File: config.mk
export PLATFORM = sky130hd
export DESIGN_NAME = rca_dispatch_control
export DESIGN_NICKNAME = d
export VERILOG_FILES = /design/src/rtl/rca_dispatch_control_pkg.sv /design/src/rtl/rca_dispatch_control_id_tracker.sv /design/src/rtl/rca_dispatch_control.sv
export SDC_FILE = /design/constraint.sdc
export NUM_CORES = 1
export LEC_CHECK = 0
export CAP_MARGIN = 30
export CORE_ASPECT_RATIO = 0.9
export CORE_MARGIN = 1
export CORE_UTILIZATION = 37
export CTS_BUF_LIST = sky130_fd_sc_hd__clkbuf_16
export DETAILED_ROUTE_END_ITERATION = 6
export GPL_TIMING_DRIVEN = 0
export PLACE_DENSITY = 0.87
export SYNTH_ARGS = -nofsm -noshare
export SYNTH_HDL_FRONTEND = slang
export SYNTH_SLANG_ARGS = --single-unit
File: constraint.sdc
create_clock -name clk -period 2.6 [get_ports clk]
set_clock_uncertainty 0.15 [all_clocks]
set_input_delay 0.52 -clock clk [delete_from_list [all_inputs] [get_ports clk]]
set_output_delay 0.52 -clock clk [all_outputs]
set_load 0.005 [all_outputs]
File: src/rtl/rca_dispatch_control_pkg.sv
// Shared types and defaults for the RCA dispatch controller.
//   - Default geometry (RCA count, ID depth, operand ports, operand width).
//   - rca_sel_t / rca_id_t: RCA selector and instruction ID types for the default geometry.
//   - rca_dispatch_state_t: dispatch FSM states {ACCEPT, DRAIN, SWITCH}.
//   - rca_req_buf_t: layout of one buffered RCA-use request.
//   - sat_inc32: saturating 32-bit increment used by the optional perf counters.
package rca_dispatch_control_pkg;

    localparam int unsigned DEF_NUM_RCAS       = 4;
    localparam int unsigned DEF_MAX_IDS        = 8;
    localparam int unsigned DEF_NUM_READ_PORTS = 5;
    localparam int unsigned DEF_XLEN           = 32;

    typedef logic [$clog2(DEF_NUM_RCAS)-1:0] rca_sel_t;
    typedef logic [$clog2(DEF_MAX_IDS)-1:0]  rca_id_t;

    typedef enum logic [1:0] {
        ACCEPT,
        DRAIN,
        SWITCH
    } rca_dispatch_state_t;

    typedef struct packed {
        rca_id_t                                      id;
        logic                                         fb;
        rca_sel_t                                     sel;
        logic [DEF_NUM_READ_PORTS-1:0][DEF_XLEN-1:0] rs;
    } rca_req_buf_t;

    function automatic logic [31:0] sat_inc32(input logic [31:0] v);
        return (v == 32'hFFFF_FFFF) ? v : v + 32'd1;
    endfunction

endpackage

File: src/rtl/rca_dispatch_control_id_tracker.sv
// In-flight ID tracker for the RCA dispatch controller.
// Keeps dispatched IDs in issue order, counts occupancy and remembers the feedback flag
// of each ID so writeback can see it for the head entry.
// Ports:
//   clk, rst         clock, synchronous active-high reset
//   push, id_in,     enqueue id_in and record fb_in for that ID
//   fb_in
//   pop              retire the head entry (ignored when empty)
//   head_id, head_fb oldest in-flight ID and its feedback flag
//   occupancy        number of IDs in flight (0..MAX_IDS)
//   full, empty      occupancy == MAX_IDS / occupancy == 0
module rca_dispatch_control_id_tracker #(
    parameter int unsigned MAX_IDS = 8
) (
    input  logic                       clk,
    input  logic                       rst,
    input  logic                       push,
    input  logic                       pop,
    input  logic [$clog2(MAX_IDS)-1:0] id_in,
    input  logic                       fb_in,
    output logic [$clog2(MAX_IDS)-1:0] head_id,
    output logic                       head_fb,
    output logic [$clog2(MAX_IDS):0]   occupancy,
    output logic                       full,
    output logic                       empty
);

    localparam int unsigned IdW  = $clog2(MAX_IDS);
    localparam int unsigned CntW = IdW + 1;

    logic [IdW-1:0]     id_mem_q [MAX_IDS];
    logic [MAX_IDS-1:0] fb_q;
    logic [IdW-1:0]     wr_ptr_q;
    logic [IdW-1:0]     rd_ptr_q;
    logic [CntW-1:0]    count_q;
    logic               do_push;
    logic               do_pop;

    assign empty     = (count_q == '0);
    assign full      = (count_q == CntW'(MAX_IDS));
    assign do_push   = push && !full;
    assign do_pop    = pop && !empty;
    assign occupancy = count_q;
    assign head_id   = id_mem_q[rd_ptr_q];
    assign head_fb   = fb_q[head_id];

    // MAX_IDS is a power of two, so the pointers wrap by plain overflow.
    always_ff @(posedge clk) begin
        if (rst) begin
            wr_ptr_q <= '0;
            rd_ptr_q <= '0;
            count_q  <= '0;
            fb_q     <= '0;
            for (int i = 0; i < int'(MAX_IDS); i++) begin
                id_mem_q[i] <= '0;
            end
        end else begin
            if (do_push) begin
                id_mem_q[wr_ptr_q] <= id_in;
                fb_q[id_in]        <= fb_in;
                wr_ptr_q           <= wr_ptr_q + IdW'(1);
            end
            if (do_pop) begin
                rd_ptr_q <= rd_ptr_q + IdW'(1);
            end
            case ({do_push, do_pop})
                2'b10:   count_q <= count_q + CntW'(1);
                2'b01:   count_q <= count_q - CntW'(1);
                default: count_q <= count_q;
            endcase
        end
    end

    a_no_pop_empty: assert property (@(posedge clk) disable iff (rst) !(pop && empty));
    a_no_push_full: assert property (@(posedge clk) disable iff (rst) !(push && full));

endmodule

File: src/rtl/rca_dispatch_control.sv
// Issue-side controller for a grid of NUM_RCAS reconfigurable accelerators.
// Buffers one RCA-use request, dispatches it to the RCA owning the grid, and tracks
// in-flight IDs for writeback. Retargeting to another RCA while work is in flight drains
// that work first, then issues with a one-cycle IO FIFO clear.
// Ports:
//   clk, rst          clock, synchronous active-high reset
//   new_request       issue handshake accepted this cycle
//   ready             unit can accept a request
//   req_id/use/fb/sel request ID, RCA-use flag, feedback flag, target RCA
//   req_rs            request operands
//   wb_committing     head ID retired this cycle
//   wb_id, wb_fb_instr oldest in-flight ID and its feedback flag (valid with fifo_populated)
//   fifo_populated    at least one ID in flight
//   dispatch_valid    buffered request issues to the grid this cycle
//   dispatch_rs       buffered operands
//   clear_fifos       one-cycle pulse flushing the IO FIFOs / LS counters
//   active_rca        RCA currently owning the grid
//   perf_switches     RCA switch count (0 unless RCA_DISPATCH_PERF_EN)
//   perf_drain_cyc    cycles spent draining (0 unless RCA_DISPATCH_PERF_EN)
// Build option: define RCA_DISPATCH_PERF_EN to include the saturating perf counters.
module rca_dispatch_control
    import rca_dispatch_control_pkg::*;
#(
    parameter int unsigned NUM_RCAS       = DEF_NUM_RCAS,
    parameter int unsigned MAX_IDS        = DEF_MAX_IDS,
    parameter int unsigned NUM_READ_PORTS = DEF_NUM_READ_PORTS,
    parameter int unsigned XLEN           = DEF_XLEN
) (
    input  logic                                  clk,
    input  logic                                  rst,
    input  logic                                  new_request,
    output logic                                  ready,
    input  logic [$clog2(MAX_IDS)-1:0]            req_id,
    input  logic                                  req_use,
    input  logic                                  req_fb,
    input  logic [$clog2(NUM_RCAS)-1:0]           req_sel,
    input  logic [NUM_READ_PORTS-1:0][XLEN-1:0]   req_rs,
    input  logic                                  wb_committing,
    output logic [$clog2(MAX_IDS)-1:0]            wb_id,
    output logic                                  wb_fb_instr,
    output logic                                  fifo_populated,
    output logic                                  dispatch_valid,
    output logic [NUM_READ_PORTS-1:0][XLEN-1:0]   dispatch_rs,
    output logic                                  clear_fifos,
    output logic [$clog2(NUM_RCAS)-1:0]           active_rca,
    output logic [31:0]                           perf_switches,
    output logic [31:0]                           perf_drain_cyc
);

    localparam int unsigned IdW  = $clog2(MAX_IDS);
    localparam int unsigned SelW = $clog2(NUM_RCAS);
    localparam int unsigned CntW = IdW + 1;

    rca_dispatch_state_t state_q, state_d;

    logic                                buf_valid_q;
    logic [IdW-1:0]                      buf_id_q;
    logic                                buf_fb_q;
    logic [SelW-1:0]                     buf_sel_q;
    logic [NUM_READ_PORTS-1:0][XLEN-1:0] buf_rs_q;
    logic [SelW-1:0]                     active_rca_q;
    logic                                active_valid_q;

    logic [CntW-1:0] occupancy;
    logic            occ_zero;
    logic            sel_match;
    logic            capture;
    logic            trk_full;
    logic            trk_empty;

    assign capture   = new_request && req_use;
    assign occ_zero  = (occupancy == '0);
    assign sel_match = (buf_sel_q == active_rca_q);

    rca_dispatch_control_id_tracker #(
        .MAX_IDS (MAX_IDS)
    ) u_id_tracker (
        .clk       (clk),
        .rst       (rst),
        .push      (dispatch_valid),
        .pop       (wb_committing),
        .id_in     (buf_id_q),
        .fb_in     (buf_fb_q),
        .head_id   (wb_id),
        .head_fb   (wb_fb_instr),
        .occupancy (occupancy),
        .full      (trk_full),
        .empty     (trk_empty)
    );

    assign fifo_populated = !trk_empty;

    // State register.
    always_ff @(posedge clk) begin
        if (rst) begin
            state_q <= ACCEPT;
        end else begin
            state_q <= state_d;
        end
    end

    // Next state.
    always_comb begin
        state_d = state_q;
        unique case (state_q)
            ACCEPT: begin
                if (buf_valid_q && !sel_match && !occ_zero) begin
                    state_d = DRAIN;
                end
            end
            DRAIN: begin
                if (occ_zero) begin
                    state_d = SWITCH;
                end
            end
            SWITCH:  state_d = ACCEPT;
            default: state_d = ACCEPT;
        endcase
    end

    // FSM outputs. An idle grid (occupancy 0) can be retargeted without draining; a clear is
    // still required whenever the owner changes or the grid has never been claimed.
    always_comb begin
        dispatch_valid = 1'b0;
        clear_fifos    = 1'b0;
        unique case (state_q)
            ACCEPT: begin
                if (buf_valid_q && (sel_match || occ_zero)) begin
                    dispatch_valid = 1'b1;
                    clear_fifos    = (occ_zero && !sel_match) || !active_valid_q;
                end
            end
            SWITCH: begin
                dispatch_valid = 1'b1;
                clear_fifos    = 1'b1;
            end
            default: ;
        endcase
    end

    // Counting the buffered request against capacity guarantees a dispatch never meets a
    // full tracker.
    always_comb begin
        ready = (state_q == ACCEPT)
             && (!buf_valid_q || dispatch_valid)
             && ((occupancy + CntW'(buf_valid_q)) < CntW'(MAX_IDS));
    end

    // Request buffer and grid ownership.
    always_ff @(posedge clk) begin
        if (rst) begin
            buf_valid_q    <= 1'b0;
            buf_id_q       <= '0;
            buf_fb_q       <= 1'b0;
            buf_sel_q      <= '0;
            buf_rs_q       <= '0;
            active_rca_q   <= '0;
            active_valid_q <= 1'b0;
        end else begin
            if (capture) begin
                buf_valid_q <= 1'b1;
                buf_id_q    <= req_id;
                buf_fb_q    <= req_fb;
                buf_sel_q   <= req_sel;
                buf_rs_q    <= req_rs;
            end else if (dispatch_valid) begin
                buf_valid_q <= 1'b0;
            end
            if (dispatch_valid) begin
                active_rca_q   <= buf_sel_q;
                active_valid_q <= 1'b1;
            end
        end
    end

    assign dispatch_rs = buf_rs_q;
    assign active_rca  = active_rca_q;

`ifdef RCA_DISPATCH_PERF_EN
    logic [31:0] perf_switches_q;
    logic [31:0] perf_drain_cyc_q;
    logic        count_switch;

    // A first activation is a dispatch before the grid has ever had an owner.
    assign count_switch = (state_q == SWITCH) || (dispatch_valid && !active_valid_q);

    always_ff @(posedge clk) begin
        if (rst) begin
            perf_switches_q  <= '0;
            perf_drain_cyc_q <= '0;
        end else begin
            if (count_switch) begin
                perf_switches_q <= sat_inc32(perf_switches_q);
            end
            if (state_q == DRAIN) begin
                perf_drain_cyc_q <= sat_inc32(perf_drain_cyc_q);
            end
        end
    end

    assign perf_switches  = perf_switches_q;
    assign perf_drain_cyc = perf_drain_cyc_q;
`else
    assign perf_switches  = '0;
    assign perf_drain_cyc = '0;
`endif

endmodule

Yosys cells after proc, flatten, opt, wreduce, memory -nomap -nowiden
Memory sizes are Yosys's and may differ from the RTL's. A register that Yosys moved wholly into a read port is not among the register bits.
Index checks and enable logic that the tools add are counted.
Widths: inputs -> output; s select.
{"block": "op_classes", "n_reduce_logical": 24, "n_eq_ne": 8, "n_mux": 25, "magnitude_cmp": 4, "add_sub_neg": 5}
{"cell": "$mux 1", "count": 12}
{"cell": "$mux 3", "count": 4}
{"cell": "$logic_and 1x1->1", "count": 10}
{"cell": "$bwmux 8", "count": 1}
{"cell": "$lt 3x4->1 const B", "count": 2}
{"cell": "$pmux 4 s2", "count": 1}
{"cell": "$add 3x1->3 const B", "count": 2}
{"cell": "$logic_not 1->1", "count": 5}
{"cell": "$add 4x1->4", "count": 1}
{"cell": "$add 4x1->4 const B", "count": 1}
{"cell": "$eq 2x1->1 const B", "count": 2}
{"cell": "$eq 2x2->1 const B", "count": 2}
{"cell": "$eq 4x4->1 const B", "count": 1}
{"cell": "$logic_not 4->1", "count": 1}
{"cell": "$lt 4x4->1 const B", "count": 1}
{"cell": "$mux 2", "count": 2}
{"cell": "$ne 2x2->1 const B", "count": 2}
{"cell": "$pmux 1 s2", "count": 2}
{"cell": "$pmux 2 s2", "count": 1}
{"cell": "$reduce_bool 2->1", "count": 2}
{"cell": "$sub 4x1->4 const B", "count": 1}
{"cell": "$bmux 1 s3", "count": 1}
{"cell": "$demux 1 s3", "count": 1}
{"cell": "$ge 3x1->1 const B", "count": 1}
{"cell": "5 further kinds", "count": 7}
{"block": "totals", "register_bits": 190, "ram_bits": 24, "out_inout_bits": 234, "inputBits": 171, "memories": 1}
{"memory": "u_id_tracker.id_mem_q", "depth": 8, "width": 3, "read_ports": 1, "rd_ports_with_merged_regs": 1, "write_ports": 8, "line": "rca_dispatch_control_id_tracker.sv:31", "rtl": "logic [IdW-1:0] id_mem_q [MAX_IDS];"}

Logic depth before layout (Yosys ltp)
Gate-level depths: netlist of run 1.
{"block": "depth", "depth_word": 11, "depth_mapped": 13, "mapped_depth_nobuf": 11}

By module
From an unflattened synthesis of run 1, not the netlist that was laid out.
{"block": "unflattened", "cells_unflattened": 1015, "area_unflattened_um2": 8635.8}
{"module": "rca_dispatch_control", "area_per_inst_um2": 6441.2, "n_inst": 1, "seq_area_each_um2": 3443.3, "cells_per_inst": 821}
{"module": "rca_dispatch_control_id_tracker", "area_per_inst_um2": 2194.6, "n_inst": 1, "seq_area_each_um2": 1141.1, "cells_per_inst": 194}

Worst setup path after synthesis of run 1
OpenSTA, ideal clock, no wires.
{"block": "synth_timing", "kind": "flip-flop to flip-flop", "startpoint": "reg u_id_tracker.count_q[1] (netlist: u_id_tracker.occupancy[1])", "endpoint": "reg u_id_tracker.count_q[2] (netlist: u_id_tracker.occupancy[2])", "required_time_ps": 2380, "setup_slack_ps": -95, "arrival_time_ps": 2475, "setup_ps": 70, "stages_incl_launch_ff": 14, "n_path_buf": 2, "period_less_slack_ps": 2695, "path_cell_list": "dfxtp_1 > buf_2 > or2_1 > o22ai_1 > a21o_1 > buf_4 > nand2_1 > ha_1 > xor2_1 > ha_1 > a21oi_1 > xor2_1 > or3_1 > a21oi_1"}
{"block": "synth_via", "elab_chain_len": 8, "elab_cells_between_ends": 16}
{"item": "start, declared", "line": "rca_dispatch_control_id_tracker.sv:35", "rtl": "logic [CntW-1:0] count_q;"}
{"item": "start signal, assigned", "line": "rca_dispatch_control_id_tracker.sv:67", "rtl": "2'b10: count_q <= count_q + CntW'(1);"}
{"item": "start signal, assigned", "line": "rca_dispatch_control_id_tracker.sv:68", "rtl": "2'b01: count_q <= count_q - CntW'(1);"}
{"item": "start signal, assigned", "line": "rca_dispatch_control_id_tracker.sv:69", "rtl": "default: count_q <= count_q;"}
{"item": "$logic_not 4->1", "line": "rca_dispatch_control_id_tracker.sv:39, rca_dispatch_control.sv:72"}
{"item": "$logic_or 1x1->1", "line": "rca_dispatch_control.sv:128", "rtl": "if (buf_valid_q && (sel_match || occ_zero)) begin"}
{"item": "$logic_and 1x1->1", "line": "rca_dispatch_control.sv:128"}
{"item": "$mux 1", "line": "rca_dispatch_control.sv:128"}
{"item": "$pmux 1 s2", "line": "rca_dispatch_control.sv:126", "rtl": "unique case (state_q)"}
{"item": "$logic_and 1x1->1", "line": "rca_dispatch_control_id_tracker.sv:41", "rtl": "assign do_push = push && !full;"}
{"item": "$eq 2x1->1 or $eq 2x2->1 (tied branches)", "line": "rca_dispatch_control_id_tracker.sv:66", "rtl": "case ({do_push, do_pop})"}
{"item": "$pmux 4 s2 or $reduce_bool 2->1 (tied branches)"}
Several ways; a longest one is shown, not always the timed one.
A chain may end at the register's enable or synchronous reset.

==> run summary, run 1 <==
Slew Viols, Final - 0
TritonRoute pass-1 iters - 5
endpoint class of the critical path - output pin
drt total wl - 30430 µm
DPL Wire Length - 22130 µm
worst-margin pin slew - 759.2 ps
largest net degree at the start of global routing - 15
layout cell share with drive strength beyond 1 - 11.94%
crit-path max FO - 8
CTS Buf Count - 24
global-route wire length before repair - 44670 µm
crit path time final - 3116 ps
Seq/Total Area, Yosys - 52.96%
status - finished with violations
initial antenna violation count - 2
Via Count - 8600
IO buf count - 339
I/O pins - 405
area delta synth->final - 58.91%
die width - 163.2 µm
# H-tree levels - 1
final period utilization - 119.8%
per-cell routed wire length - 17.00 µm
hold-fix buffers at CTS - 0
synthesized area - 8657 µm²
routed vias/inst - 4.804
gr usage total - 24.04%
DR DRC count - 0
failing checks - negative setup slack
worst path cell trace - mux2i_2 > mux4_2 > mux2i_2 > mux2i_4 > mux2_4 > buf_6
max_slew headroom - 49.39%
worst reg2reg path depth - 11
Initial DRC Count - 446
clock insertion delay at the later pin of the skew report - 510 ps
Hold Path Stages - 2
Yosys reg bits - 217
FP Rows - 52
Main synth FF type - dfxtp_1
Setup CP Type - reg2out
TritonCTS clock tree - yes
CTS Sinks - 217
CP Data Arrival Time - 2450 ps
Peak VDD IR - 500.2 µV
Hold Crit Class - reg2reg
Final WS setup - -515.8 ps
Post-synth EDFFs - 24
setup TNS - -1329 ps
cell taking the most area after synthesis - dfxtp_1
Synth Instances - 1029
Synth async-reset ratio - 0%
Starting Density - 38.13%
routability cong. - 0.8694
Power Density - 655.3 nW/µm²
endpoints failing setup - 6
Critical Path Max Stage Delay - 610 ps
total die area - 24010 µm²
Die Ht - 147.1 µm
final net count - 1649
Synth Area per Inst - 8.413 µm²
Lkg Pwr - 5.314 nW
Netlist cell types - 43
CTS Buffer Depth - 3
antenna-violating nets left - 0
max-cap violations - 0
root buffer cell - clkbuf_16
Layout Cells excl Fill - 1790
CP startpoint kind - flop
commonest non-fill, non-tap cells in the layout - nand2_1 (349), clkdlybuf4s50_1 (332), dfxtp_1 (184), a21oi_1 (176), buf_4 (83)
Synth area leaders - dfxtp_1 (45%), nand2_1 (15%), a21oi_1 (11%)
slowest CP cell - mux4_2
f_max - 320.9 MHz
Req. time, crit path - 1930 ps
RSZ-0062 raised after global routing - true
core area - 22710 µm²
most common cell after layout, fill and taps aside - nand2_1
vias in the first global route - 8365
Synth top area share - 44.63%
Yosys warnings - 0
Final Hold Fails - 0
total placed cells including tap cells - 1728
cell repeated most along the worst path - mux2i_2
Clk pin slew, worst setup/hold paths - 60 ps
Remaining Overflow, GRT - 0
-- Yosys cell counts (all sizes together) (5+ instances only) --
cell      n
dfxtp   193
nand4b    5
edfxtp   24
and3      6
a21oi   182
xor2      8
a21o      5
buf      81
ha        5
o21ai    14
mux2i    17
mux4      5
nor2     30
nand3     8
clkbuf   53
inv       6
nand2   351
-- metal layers --
layer | global-route usage (%) | vias to the layer above | part of all wire (%)
li1 | - | 4147 | -
met1 | 27.19 | 4037 | 38
met2 | 42.94 | 350 | 51
met3 | 6.832 | 66 | 8.0
met4 | 8.037 | 0 | 3.1
met5 | 0 | - | 0
-- where the power goes --
group          switching (mW)  internal, mW  total [mW]  leakage [nW]
Combinational           0.937          1.11        2.05          3.10
Sequential              0.156          3.59        3.75          1.83
Clock                    1.38          1.84        3.22         0.381
Total                    2.47          6.55        9.02          5.31
-- what timing repair did --
item                                    in CTS  in global routing
resized for setup                           75                 15
endpoints found under the setup margin      14                 35
gates cloned                                 0                  0
setup buffers                               12                  8
pin swaps                                   10                  6
-- registers in the layout, summed over array words and instances (netlist names), named ones only --
name / cells
state_q: 2
active_rca: 2
u_id_tracker.rd_ptr_q: 3
u_id_tracker.id_mem_q: 24
u_id_tracker.occupancy: 4
buf_fb_q: 1
buf_id_q: 3
buf_sel_q: 2
dispatch_rs: 160
buf_valid_q: 1
active_valid_q: 1
u_id_tracker.fb_q: 8
u_id_tracker.wr_ptr_q: 3
-- worst max-delay path: cells and delay by family (launching register included) --
kind,cells,cell delay (ps)
flops,1,390
buf+inv,1,110
mux,5,1430
-- per-stage QoR --
stage	util [%]	power [mW]	worst slack, ps	hold WS, ps	cell area, µm²
6_report	60.59	9.015	-515.8	301.4	13760
5_1_grt	60.59	9.388	-590.7	318.7	13760
4_1_cts	60.20	8.947	-565.6	303.6	13670
3_5_place_dp	55.83	5.486	-592.0	295.5	12680
3_3_place_gp	55.83	5.428	-560.6	290.7	12680
2_1_floorplan	-	4.650	6.127	282.6	8912
-- kinds of logic (layout without fill, tap and decap cells) --
logic type	after synthesis	in the layout	synth area share [%]
muxes	26	26	3.960
DFF	217	217	52.96
and+or+nand+nor	424	424	20.09
buffers and inverters	140	539	9.033
AOI/OAI and AO/OA	208	208	12.39
adders and majority gates	5	5	0.7226
other	1	66	0.04332
xor gates and xnor gates	8	8	0.8094
-- layout make-up --
cell class	instances	area, µm²
diodes	2	5.005
inverters	6	25.02
flip-flops and latches	217	4608
multi-input cells	735	3726
well taps	297	371.6
repair buffers	359	3526
fillers	1903	8950
clock buffers	25	625.6
plain buffers	130	745.7
clock inverters	19	123.9
-- path summary, 6_finish.rpt --
| path | from | endpoint | slack, ps |
|---|---|---|---|
| max | flop | wb_fb_instr | -520 |
| min | dispatch_rs[102]$_SDFFE_PP0P_ | dispatch_rs[102]$_SDFFE_PP0P_ | 300 |
| max reg2reg | u_id_tracker.occupancy[3]$_SDFFE_PP0P_ | u_id_tracker.occupancy[2]$_SDFFE_PP0P_ | -30 |
| min reg2reg | dispatch_rs[102]$_SDFFE_PP0P_ | dispatch_rs[102]$_SDFFE_PP0P_ | 300 |
(Power assumes the default switching activity.)
==> run 2: changes to the inputs <==
--- a/config.mk
+++ b/config.mk
@@ -7,9 +7,9 @@
 export LEC_CHECK = 0
 export CAP_MARGIN = 30
 export CORE_ASPECT_RATIO = 0.9
-export CORE_MARGIN = 1
 export CORE_UTILIZATION = 37
 export CTS_BUF_LIST = sky130_fd_sc_hd__clkbuf_16
+export CTS_CLUSTER_DIAMETER = 60
 export DETAILED_ROUTE_END_ITERATION = 6
 export GPL_TIMING_DRIVEN = 0
 export PLACE_DENSITY = 0.87
==> run 2 against run 1 <==
Against the previous run: wire length rose by 0.79%; clock power up 13%; critical path depth unchanged; sequential power is essentially flat; flip-flop and latch count stayed put; the flow still finishes with violations (negative setup slack).
==> run summary, run 2 (synthesized netlist as in run 1, its figures left out) <==
most common cell after layout, fill and taps aside - nand2_1 (unchanged)
vias in the first global route - 8430 (was 8365)
hold-fix buffers at CTS - 0 (unchanged)
Die Ht - 147.1 µm (unchanged)
P_int - 6.915 mW (was 6.547 mW)
slowest CP cell - mux4_2 (unchanged)
placed cell areas - 12680 µm² (unchanged)
Net Sw Power - 2.566 mW (was 2.468 mW)
status - finished with violations (unchanged)
combinational group share of total power - 21.9% (was 22.7%)
failing checks - negative setup slack (unchanged)
CP startpoint kind - flop (unchanged)
CP Data Arrival Time - 2470 ps (was 2450 ps)
Peak VDD IR - 589.7 µV (was 500.2 µV)
RSZ-0062 raised after global routing - true (unchanged)
CTS Buf Count - 26 (was 24)
core area - 22710 µm² (unchanged)
Setup CP Type - reg2out (unchanged)
Req. time, crit path - 1930 ps (about the same)
antenna-violating nets left - 0 (unchanged)
crit path time final - 3136 ps (was 3116 ps)
Hold Path Stages - 2 (unchanged)
f_max - 318.9 MHz (was 320.9 MHz)
endpoint class of the critical path - output pin (unchanged)
final period utilization - 120.6% (was 119.8%)
total placed cells including tap cells - 1728 (unchanged)
Filler Cell Count - 1905 (was 1903)
worst path cell trace - mux2i_2 > mux4_2 > mux2i_2 > mux2i_4 > mux2_4 > buf_6 (unchanged)
Power Density - 682.3 nW/µm² (was 655.3 nW/µm²)
routability cong. - 0.8694 (unchanged)
sequential share of power - 39.6% (was 41.6%)
Remaining Overflow, GRT - 0 (unchanged)
TritonRoute pass-1 iters - 5 (unchanged)
DR DRC count - 0 (unchanged)
commonest non-fill, non-tap cells in the layout - nand2_1 (349), clkdlybuf4s50_1 (332), dfxtp_1 (184), a21oi_1 (176), buf_4 (82) (was nand2_1 (349), clkdlybuf4s50_1 (332), dfxtp_1 (184), a21oi_1 (176), buf_4 (83))
I/O pins - 405 (unchanged)
max-cap violations - 0 (unchanged)
Sw Ratio - 27.06% (was 27.38%)
CTS Sinks - 217 (unchanged)
largest net degree at the start of global routing - 14 (was 15)
# H-tree levels - 1 (unchanged)
max_slew headroom - 48.06% (was 49.39%)
FP Rows - 52 (unchanged)
Critical Path Max Stage Delay - 610 ps (about the same)
crit-path max FO - 8 (unchanged)
final net count - 1651 (was 1649)
setup slack at placement - -592.0 ps (unchanged)
total die area - 24010 µm² (unchanged)
worst-margin pin slew - 779.1 ps (was 759.2 ps)
TritonCTS clock tree - yes (unchanged)
cell repeated most along the worst path - mux2i_2 (unchanged)
drt total wl - 30670 µm (was 30430 µm)
Clk pin slew, worst setup/hold paths - 60 ps (about the same)
DPL Wire Length - 22130 µm (unchanged)
worst reg2reg path depth - 11 (unchanged)
Via Count - 8657 (was 8600)
Initial DRC Count - 447 (was 446)
Hold Crit Class - reg2reg (unchanged)
Pwr Total - 9.481 mW (was 9.015 mW)
Final WS setup - -535.6 ps (was -515.8 ps)
Lkg Pwr - 5.379 nW (was 5.314 nW)
per-cell routed wire length - 17.08 µm (was 17.00 µm)
Layout Cells excl Fill - 1795 (was 1790)
area delta synth->final - 60.51% (was 58.91%)
die width - 163.2 µm (unchanged)
Clock Power Share - 38.5% (was 35.7%)
max FFs per register - 160 (unchanged)
Starting Density - 38.13% (unchanged)
routed vias/inst - 4.823 (was 4.804)
Final Hold Fails - 0 (unchanged)
initial antenna violation count - 3 (was 2)
post-route cell area - 13900 µm² (was 13760 µm²)
root buffer cell - clkbuf_16 (unchanged)
global-route wire length before repair - 45250 µm (was 44670 µm)
layout cell share with drive strength beyond 1 - 12.24% (was 11.94%)
IO buf count - 339 (unchanged)
clock insertion delay at the later pin of the skew report - 520 ps (was 510 ps)
endpoints failing setup - 7 (was 6)
Slew Viols, Final - 0 (unchanged)
CTS Buffer Depth - 3 (unchanged)
gr usage total - 24.34% (was 24.04%)
-- run 2: cell types whose count changed in the layout (fill, tap and decap cells not counted), sizes merged --
cell,before,now
diode,2,3
dlymetal6s2s,0,1
bufinv,1,3
inv,12,14
dlygate4sd2,2,1
clkinv,10,8
clkbuf,78,79
clkdlybuf4s15,0,1
-- run 2: area by class of cell --
type | instances | area, µm² | share of cell area [%]
Buffer | 130 | 752.0 | 5.411
Clock inverter | 21 | 188.9 | 1.360
Multi-Input combinational cell | 735 | 3731 | 26.85
Inverter | 6 | 25.02 | 0.1801
Tap cell | 297 | 371.6 | 2.674
Timing Repair Buffer | 359 | 3538 | 25.46
Sequential cell | 217 | 4606 | 33.14
Antenna cell | 3 | 7.507 | 0.05402
Clock buffer | 27 | 675.6 | 4.862
-- run 2: critical path, delay by kind of cell, from the launching register on --
kind	cells	cell delay, ps
buffers and inverters	1	110
DFF	1	390
muxes	5	1430
-- run 2: power by group through the flow --
stage / combinational [mW] / clock [mW] / sequential [mW]
after floorplan: 0.902 / 0 / 3.75
after global placement: 1.68 / 0 / 3.75
after detailed placement: 1.72 / 0 / 3.76
after CTS: 1.94 / 3.71 / 3.72
after global routing: 2.22 / 3.84 / 3.78
final: 2.08 / 3.65 / 3.75
-- run 2: through the flow --
stage	util (%)	hold slack [ps]	setup TNS, ps
after floorplan	-	282.6	0
after global placement	55.83	290.7	-45800
after detailed placement	55.83	295.5	-50600
after CTS	60.71	303.6	-2000
after global routing	61.20	317.3	-2153
final	61.20	302.1	-1671
-- run 2: worst paths after layout --
path,from,endpoint,slack [ps]
setup / recovery,flop,wb_fb_instr,-540
hold / removal,dispatch_rs[102]$_SDFFE_PP0P_,dispatch_rs[102]$_SDFFE_PP0P_,300
setup reg to reg,u_id_tracker.occupancy[0]$_SDFFE_PP0P_,u_id_tracker.occupancy[2]$_SDFFE_PP0P_,20
hold reg to reg,dispatch_rs[102]$_SDFFE_PP0P_,dispatch_rs[102]$_SDFFE_PP0P_,300
-- run 2: what timing repair did --
| action | in CTS | in global routing |
|---|---|---|
| endpoints found under the hold margin | 0 | 0 |
| buffers inserted | 12 | 8 |
| pin swaps | 10 | 6 |
| resized for setup | 67 | 23 |
| endpoints found under the setup margin | 18 | 8 |
-- run 2: per-layer routing --
metal | vias to the layer above | global-route usage (%) | share of wire [%]
li1 | 4157 | - | -
met1 | 4080 | 27.26 | 37
met2 | 362 | 43.79 | 51
met3 | 58 | 7.115 | 8.5
met4 | 0 | 7.804 | 2.8
met5 | - | 0 | 0
